### config.mk
export PLATFORM = sky130hd
export DESIGN_NAME = skew_feeder_flat
export DESIGN_NICKNAME = d
export VERILOG_FILES = /design/src/rtl/skew_feeder_pkg.sv /design/src/rtl/skew_feeder_if.sv /design/src/rtl/skew_feeder_lane_mux.sv /design/src/rtl/skew_feeder.sv /design/src/flat_wrapper.sv
export SDC_FILE = /design/constraint.sdc
export NUM_CORES = 1
export LEC_CHECK = 0
export CORE_ASPECT_RATIO = 0.9
export CORE_MARGIN = 2
export CORE_UTILIZATION = 35
export DETAILED_ROUTE_END_ITERATION = 10
export PLACE_DENSITY = 0.75
export SYNTH_ARGS = -nofsm -noshare
export SYNTH_HDL_FRONTEND = slang
export SYNTH_SLANG_ARGS = --single-unit
export TNS_END_PERCENT = 30
### constraint.sdc
create_clock -name i_clk -period 2 [get_ports i_clk]
set_input_delay 0.4 -clock i_clk [delete_from_list [all_inputs] [get_ports i_clk]]
set_output_delay 0.4 -clock i_clk [all_outputs]
set_load 0.01 [all_outputs]
### src/rtl/skew_feeder_pkg.sv
// Shared types and index helpers for the skew feeder: FSM state, beat count
// and bit-offset arithmetic for the flattened matrix and lane vectors.
package skew_feeder_pkg;

   typedef enum logic {
      IDLE   = 1'b0,
      STREAM = 1'b1
   } state_t;

   // Diagonal beats needed to push a rows x cols matrix through the wavefront.
   function automatic int beats(input int rows, input int cols);
      return rows + cols - 1;
   endfunction

   // LSB of row r inside the flattened matrix.
   function automatic int row_lsb(input int r, input int cols, input int width);
      return r * cols * width;
   endfunction

   // LSB of element idx inside a packed vector of width-bit elements.
   function automatic int lane_lsb(input int idx, input int width);
      return idx * width;
   endfunction

endpackage

### src/rtl/skew_feeder_if.sv
// Matrix-in / diagonal-beat-out bus of the skew feeder. The slave modport is
// the feeder side; the master modport is the producer/consumer side.
interface skew_feeder_if #(
   parameter int WIDTH = 4,
   parameter int ROWS  = 3,
   parameter int COLS  = 3
);
   import skew_feeder_pkg::*;

   localparam int BEATS = beats(ROWS, COLS);
   localparam int IDXW  = $clog2(BEATS + 1);

   logic                        in_valid;
   logic                        in_ready;
   logic [ROWS*COLS*WIDTH-1:0]  in_mat;
   logic                        in_rvs;
   logic                        out_valid;
   logic                        out_ready;
   logic [ROWS*WIDTH-1:0]       out_vec;
   logic [IDXW-1:0]             out_idx;
   logic                        out_last;
   logic                        busy;

   modport slave (
      input  in_valid, in_mat, in_rvs, out_ready,
      output in_ready, out_valid, out_vec, out_idx, out_last, busy
   );

   modport master (
      output in_valid, in_mat, in_rvs, out_ready,
      input  in_ready, out_valid, out_vec, out_idx, out_last, busy
   );

endinterface

### src/rtl/skew_feeder_lane_mux.sv
// One output lane: picks the row element that falls on the current diagonal
// beat for this lane, in forward or reversed column order, else drives 0.
module skew_feeder_lane_mux
   import skew_feeder_pkg::*;
#(
   parameter int WIDTH = 4,
   parameter int COLS  = 3,
   parameter int LANE  = 0,
   parameter int IDXW  = 3
) (
   input  logic [COLS*WIDTH-1:0] i_row,
   input  logic [IDXW-1:0]       i_beat,
   input  logic                  i_rvs,
   output logic [WIDTH-1:0]      o_lane
);

   // Column c appears at window offset j = c (or COLS-1-c reversed), i.e. on beat LANE+j.
   always_comb begin
      o_lane = '0;
      for (int c = 0; c < COLS; c++) begin
         if (int'(i_beat) == LANE + (i_rvs ? (COLS - 1 - c) : c))
            o_lane = i_row[lane_lsb(c, WIDTH) +: WIDTH];
      end
   end

endmodule

### src/rtl/skew_feeder.sv
// Matrix skew feeder: captures a ROWS x COLS matrix and streams ROWS+COLS-1
// staggered diagonal beats. Define SKEW_FEEDER_DBLBUF_EN for a shadow buffer.
module skew_feeder
   import skew_feeder_pkg::*;
#(
   parameter int WIDTH = 4,
   parameter int ROWS  = 3,
   parameter int COLS  = 3
) (
   input  logic         i_clk,
   input  logic         i_rst,
   skew_feeder_if.slave bus
);

   localparam int BEATS = beats(ROWS, COLS);
   localparam int IDXW  = $clog2(BEATS + 1);
   localparam int MATW  = ROWS * COLS * WIDTH;
   localparam logic [IDXW-1:0] LAST_BEAT = IDXW'(BEATS - 1);

   state_t                r_state;
   logic [IDXW-1:0]       r_beat;
   logic [MATW-1:0]       r_act_mat;
   logic                  r_act_rvs;

   logic                  w_streaming;
   logic                  w_last;
   logic                  w_out_hs;
   logic [ROWS*WIDTH-1:0] w_vec;

   assign w_streaming = (r_state == STREAM);
   assign w_last      = (r_beat == LAST_BEAT);
   assign w_out_hs    = w_streaming && bus.out_ready;

`ifdef SKEW_FEEDER_DBLBUF_EN
   logic [MATW-1:0] r_shd_mat;
   logic            r_shd_rvs;
   logic            r_shd_valid;
   logic            w_in_hs;

   assign bus.in_ready = !w_streaming || !r_shd_valid;
   assign w_in_hs      = bus.in_valid && bus.in_ready;
`else
   assign bus.in_ready = !w_streaming;
`endif

   always_ff @(posedge i_clk or posedge i_rst) begin
      if (i_rst) begin
         r_state   <= IDLE;
         r_beat    <= '0;
         r_act_mat <= '0;
         r_act_rvs <= 1'b0;
`ifdef SKEW_FEEDER_DBLBUF_EN
         r_shd_mat   <= '0;
         r_shd_rvs   <= 1'b0;
         r_shd_valid <= 1'b0;
`endif
      end else begin
         case (r_state)
            IDLE: begin
               if (bus.in_valid) begin
                  r_act_mat <= bus.in_mat;
                  r_act_rvs <= bus.in_rvs;
                  r_beat    <= '0;
                  r_state   <= STREAM;
               end
            end
            STREAM: begin
`ifdef SKEW_FEEDER_DBLBUF_EN
               if (w_out_hs && w_last) begin
                  r_beat <= '0;
                  // Prefer the queued shadow; otherwise an arriving matrix skips the shadow.
                  if (r_shd_valid) begin
                     r_act_mat   <= r_shd_mat;
                     r_act_rvs   <= r_shd_rvs;
                     r_shd_valid <= 1'b0;
                  end else if (bus.in_valid) begin
                     r_act_mat <= bus.in_mat;
                     r_act_rvs <= bus.in_rvs;
                  end else begin
                     r_state <= IDLE;
                  end
               end else begin
                  if (w_out_hs)
                     r_beat <= r_beat + IDXW'(1);
                  if (w_in_hs) begin
                     r_shd_mat   <= bus.in_mat;
                     r_shd_rvs   <= bus.in_rvs;
                     r_shd_valid <= 1'b1;
                  end
               end
`else
               if (w_out_hs) begin
                  if (w_last) begin
                     r_beat  <= '0;
                     r_state <= IDLE;
                  end else begin
                     r_beat <= r_beat + IDXW'(1);
                  end
               end
`endif
            end
            default: r_state <= IDLE;
         endcase
      end
   end

   for (genvar gi = 0; gi < ROWS; gi++) begin : g_lane
      skew_feeder_lane_mux #(
         .WIDTH (WIDTH),
         .COLS  (COLS),
         .LANE  (gi),
         .IDXW  (IDXW)
      ) u_lane (
         .i_row  (r_act_mat[row_lsb(gi, COLS, WIDTH) +: COLS*WIDTH]),
         .i_beat (r_beat),
         .i_rvs  (r_act_rvs),
         .o_lane (w_vec[lane_lsb(gi, WIDTH) +: WIDTH])
      );
   end

   assign bus.out_valid = w_streaming;
   assign bus.out_vec   = w_streaming ? w_vec : '0;
   assign bus.out_idx   = w_streaming ? r_beat : '0;
   assign bus.out_last  = w_streaming && w_last;
   assign bus.busy      = w_streaming;

endmodule

### src/flat_wrapper.sv
// flat-port wrapper written by rule: the top's interface ports become plain ports
module skew_feeder_flat import skew_feeder_pkg::*;
#(
   parameter int WIDTH = 4,
   parameter int ROWS  = 3,
   parameter int COLS  = 3
)
  (i_clk, i_rst, bus_in_valid, bus_in_mat, bus_in_rvs, bus_out_ready, bus_in_ready, bus_out_valid, bus_out_vec, bus_out_idx, bus_out_last, bus_busy);
  skew_feeder_if #(.WIDTH(WIDTH), .ROWS(ROWS), .COLS(COLS)) bus_i ();
  input  logic i_clk;
  input  logic i_rst;
  input wire logic [$bits(bus_i.in_valid)-1:0] bus_in_valid;
  input wire logic [$bits(bus_i.in_mat)-1:0] bus_in_mat;
  input wire logic [$bits(bus_i.in_rvs)-1:0] bus_in_rvs;
  input wire logic [$bits(bus_i.out_ready)-1:0] bus_out_ready;
  output wire logic [$bits(bus_i.in_ready)-1:0] bus_in_ready;
  output wire logic [$bits(bus_i.out_valid)-1:0] bus_out_valid;
  output wire logic [$bits(bus_i.out_vec)-1:0] bus_out_vec;
  output wire logic [$bits(bus_i.out_idx)-1:0] bus_out_idx;
  output wire logic [$bits(bus_i.out_last)-1:0] bus_out_last;
  output wire logic [$bits(bus_i.busy)-1:0] bus_busy;
  assign bus_i.in_valid = bus_in_valid;
  assign bus_i.in_mat = bus_in_mat;
  assign bus_i.in_rvs = bus_in_rvs;
  assign bus_i.out_ready = bus_out_ready;
  assign bus_in_ready = bus_i.in_ready;
  assign bus_out_valid = bus_i.out_valid;
  assign bus_out_vec = bus_i.out_vec;
  assign bus_out_idx = bus_i.out_idx;
  assign bus_out_last = bus_i.out_last;
  assign bus_busy = bus_i.busy;
  skew_feeder #(.WIDTH(WIDTH), .ROWS(ROWS), .COLS(COLS)) u_core (.i_clk(i_clk), .i_rst(i_rst), .bus(bus_i));
endmodule
# Word level (Yosys, flattened, before mapping)
# Cells that the tools add are included.
[op_classes] add_sub_neg=5 eq_ne=12 bitwise_logic=1 n_reduce_logical=5 mux=21
[op_table] op="$eq 4x32->1" n=5
[op_table] op="$add 2x32->32 const A" n=2
[op_table] op="$add 3x32->32 const A" n=2
[op_table] op="$mux 4" n=9
[op_table] op="$mux 12" n=1
[op_table] op="$mux 3" n=4
[op_table] op="$eq 3x3->1 const B" n=3
[op_table] op="$pmux 3 s2" n=1
[op_table] op="$mux 2" n=2
[op_table] op="$ne 2x2->1 const B" n=2
[op_table] op="$reduce_and 2->1" n=2
[op_table] op="$add 3x1->3 const B" n=1
[op_table] op="$eq 3x2->1" n=1
[op_table] op="$eq 3x2->1 const B" n=1
[op_table] op="$mux 1" n=3
[op_table] op="$logic_and 1x1->1" n=2
[op_table] op="$pmux 1 s2" n=1
[op_table] op="$logic_not 1->1" n=1
[op_table] op="$not 1->1" n=1
[totals] inputBits=41 register_bits=41

# Logic depth before layout (Yosys ltp)
[logic_depth] ltp_word=7 depth_mapped=7

# Cells and area by module
# Synthesis repeated with hierarchy kept, for this count alone.
[hier_totals] cells_unflattened=176 area_unflattened_um2=2260.9
[modules_own_cells] mod="skew_feeder" seq_area_each_um2=1026.0 area_each_um2=1874.3 instances=1 cells_each=119
[modules_own_cells] mod="skew_feeder_lane_mux (u_core.g_lane[2].u_lane)" seq_area_each_um2=0.0 area_each_um2=170.2 instances=1 cells_each=25
[modules_own_cells] mod="skew_feeder_lane_mux (u_core.g_lane[1].u_lane)" seq_area_each_um2=0.0 area_each_um2=110.1 instances=1 cells_each=16
[modules_own_cells] mod="skew_feeder_lane_mux (u_core.g_lane[0].u_lane)" seq_area_each_um2=0.0 area_each_um2=106.4 instances=1 cells_each=16

# Worst setup path after synthesis
# Ideal clock, no wire load.
[synth_timing] path_type="flip-flop to output port" startpoint="register u_core.r_beat[2]" endpoint="output bus_out_vec[11]" stages_incl_launch_ff=8 required_ns=1.600 arrival_time_ns=1.822 setup_slack_ns=-0.222 cell_sequence="dfrtp_1 buf_2 buf_1 inv_1 ha_1 nor2_1 o211ai_1 a311oi_1"
[synth_between] elab_chain_len=5 elab_cells_between_ends=7
[synth_lines] element="start: declaration" line_no="skew_feeder.sv:21" rtl="logic [IDXW-1:0] r_beat;"
[synth_lines] element="start signal: assignment" line_no="skew_feeder.sv:97" rtl="r_beat <= r_beat + IDXW'(1);"
[synth_lines] element="$eq 4x32->1" line_no="skew_feeder_lane_mux.sv:21" rtl="if (int'(i_beat) == LANE + (i_rvs ? (COLS - 1 - c) : c))"
[synth_lines] element="$mux 4 (2 in series)" line_no="skew_feeder_lane_mux.sv:21"
[synth_lines] element="$mux 4 *" line_no="skew_feeder_lane_mux.sv:21"
[synth_lines] element="$mux 12 *" line_no="skew_feeder.sv:122" rtl="assign bus.out_vec = w_streaming ? w_vec : '0;"
[synth_lines] element="end: declaration" line_no="flat_wrapper.sv:18" rtl="output wire logic [$bits(bus_i.out_vec)-1:0] bus_out_vec;"
# Every way passes the cells marked *; elsewhere a longest branch is shown, timed or not.

# Worst setup path in the final report
[layout_timing] startpoint="register u_core.r_beat[1]" endpoint="output bus_out_vec[8]"
# Same word-level chain as after synthesis.

==> impl_metrics.yaml <==
routing:
  wl_mm: 5.15
  drc: 0
  post_drt_wl_per_cell_um: 16.0
  first_pass_iters: 4
  vias_per_cell: 5.33
  via_count: 1715
  drtIter0Drc: 93
  ant_nets: 0
clocking:
  clockBufferDepth: 2
  cts-root-buf: "clkbuf_8"
  cts_buffers: 5
  htreeDepth: 2
  cts_tree: "yes"
  clk_pin_slew_ns: 0.08
  clk_latency_ns: 0.30
  clock-sinks: 41
  hold_buffers: 0
synth:
  synth_common_cells: "dfrtp_1 (41), mux2_2 (33), a21oi_1 (14)"
  synth_edf_count: 0
  synth_area_um2: 2070
  ys.flop_type: "dfrtp_1"
  synth_cell_type_count: 36
  syn_nets: 215
  synth_top_cell_area_share_pct: 49.6
  async_reset_ff_share_pct: 100
  syn_avg_cell_area_um2: 12.2
  synth_top_area_cell: "dfrtp_1"
  synth_area_leaders: "dfrtp_1 (50%), mux2_2 (18%), a21oi_1 (3.4%)"
  ys_seq_area_share_pct: 49.6
  ys_warn_count: 0
  synthCells: 169
  synth_seq_cells: 41
  synth.most_common_cell: "dfrtp_1"
outcome:
  failed_checks: "negative setup slack"
  outcome: "finished, violations left"
timing:
  period_minus_slack_ns: 2.34
  setup_tns_ns: -2.43
  slew_headroom_pct: 65.3
  fmax_mhz: 428
  fin_ws_ns: -0.339
  period_share_pct: 117
  worstMarginPinSlew_ns: 0.520
  setup_viol: 13
  slew_viol_final: 0
  rsz0062_at_grt: "yes"
  holdWs_ns: 0.497
  hold_violations: 0
  skew_ns: 0.00706
die:
  rows: 26
  coreArea_um2: 5690
  die_x_um: 85.0
  boundaryPins: 60
  die_h_um: 76.9
  start_util_pct: 36.3
  dieArea_um2: 6540
power_and_ir_drop:
  irDropWorstVdd_mv: 0.790
  p_leak_nw: 1.30
  p_per_area_nw_per_um2: 1580
setup_path:
  critPathRequiredTime_ns: 1.60
  cp_max_fo: 4
  arrival_ns: 1.94
  startpoint_type: "flop"
  cp-end-kind: "output pin"
  criticalPathCategory: "flop to output pin"
global_routing:
  grt_max_degree: 42
  grt_pass1_vias: 1755
  antenna_found_initial: 0
  grt_first_pass_wirelength_mm: 8.49
  grt_overflow: 0
  grt_use_total_pct: 16.4
final_layout:
  final_util_pct: 55.0
  nNetsFinal: 298
  area_delta_synth_final_pct: 51.4
  final_area_um2: 3130
  drive_above_1_share_pct: 43.7
  fillers: 497
  diodes: 0
placed_design:
  post_dp_cell_area_um2: 2920
  port_buffers: 59
  globalplace.congestion: 0.786
  dp_hpwl_mm: 3.54
min_path:
  worst_hold_path_type: "flop to flop"
job:
  cap_violations: 0
placed cells by master, fill, tap and decap left out, types with 2 or more instances in the layout:
cell,synthesis,layout
a21oi_1,14,10
a21oi_2,0,4
a311oi_2,1,4
a32o_1,2,2
a32oi_1,8,8
buf_12,0,3
buf_2,6,12
buf_4,1,19
buf_6,0,4
clkbuf_8,0,5
clkdlybuf4s50_1,0,43
clkinv_2,0,2
dfrtp_1,41,37
dfrtp_2,0,4
dlygate4sd2_1,0,3
ha_2,0,2
ha_4,0,2
inv_1,4,2
inv_2,0,2
mux2_1,4,4
mux2_2,33,33
nand2_1,6,6
nor2_1,6,5
o211ai_1,4,4
o31ai_1,4,4
o41ai_1,4,4
xnor2_4,0,2
report_power, final:
group          internal [mW]  switching (mW)  total [mW]  leakage [nW]
Clock                  0.363           0.288       0.651        0.0540
Sequential              1.26           0.293        1.55         0.484
Combinational           1.50            1.25        2.75         0.763
Total                   3.12            1.83        4.95          1.30
state kept, by name (all words and copies together) (netlist names):
signal            count
u_core.r_act_mat     36
u_core.r_beat         3
u_core.bus.busy       1
u_core.r_act_rvs      1
through the flow:
step           setup slack [ns]  total power [mW]  std cells
3_3_place_gp             -0.448              4.11        311
3_5_place_dp             -0.474              4.17        311
2_1_floorplan           -0.0222              2.98        169
5_1_grt                  -0.397              5.30        322
4_1_cts                  -0.337              4.88        322
6_report                 -0.339              4.95        322
layer usage:
metal  global-route usage [%]  up-vias  part of all wire [%]  wire [um]
li1                         -      808                     -          -
met3                     3.88       12                   5.1        261
met1                     21.5      843                    46       2350
met4                     6.83        0                   2.2        114
met2                     25.9       52                    47       2420
met5                        0        -                     0          0
worst paths after layout:
check | from | endpoint | slack, ns | depth (start not counted)
setup / recovery | u_core.r_beat[1] | bus_out_vec[8] | -0.34 | 5
hold / removal | u_core.r_act_mat[30] | u_core.r_act_mat[30] | 0.50 | 1
setup reg to reg | u_core.r_beat[1] | u_core.r_beat[0] | 0.49 | 7
hold reg to reg | u_core.r_act_mat[30] | u_core.r_act_mat[30] | 0.50 | 1
max in group asynchronous | i_rst | u_core.r_beat[2] | 1.08 | 3
min in group asynchronous | i_rst | u_core.r_act_mat[6] | 0.53 | 3
critical path, stage by stage (launching register included):
cell      delay [ns]
dfrtp_2         0.44
buf_6           0.13
or4b_4          0.48
and2_4          0.18
a311oi_2        0.25
buf_2           0.17
final cells by class:
cell class,count,area [um2],area share [%]
Clock buffer,5,68.8,2.20
Tap cell,70,87.6,2.80
Sequential cell,41,1030,32.9
Clock inverter,2,35.0,1.12
Multi-Input combinational cell,114,1110,35.5
Timing Repair Buffer,85,777,24.8
Inverter,5,20.0,0.639
repair_timing:
action                     in CTS  in global routing
gates resized for setup        61                 21
setup endpoints to repair      16                 14
pin swaps                      12                  8
cloned                          1                  0
buffers inserted                3                  0
cells by family (layout without fill, tap and decap cells):
kind of cell / Yosys count / in the layout / share of synthesized area, %
AOI/OAI and AO/OA: 43 / 43 / 15.5
muxes: 37 / 37 / 20.1
and+or+nand+nor: 27 / 27 / 7.62
xor gates and xnor gates: 1 / 2 / 0.787
buffers and inverters: 15 / 97 / 3.27
DFF: 41 / 41 / 49.6
adders and majority gates: 5 / 5 / 3.02
Note: power is estimated with default switching activity, not from simulation.
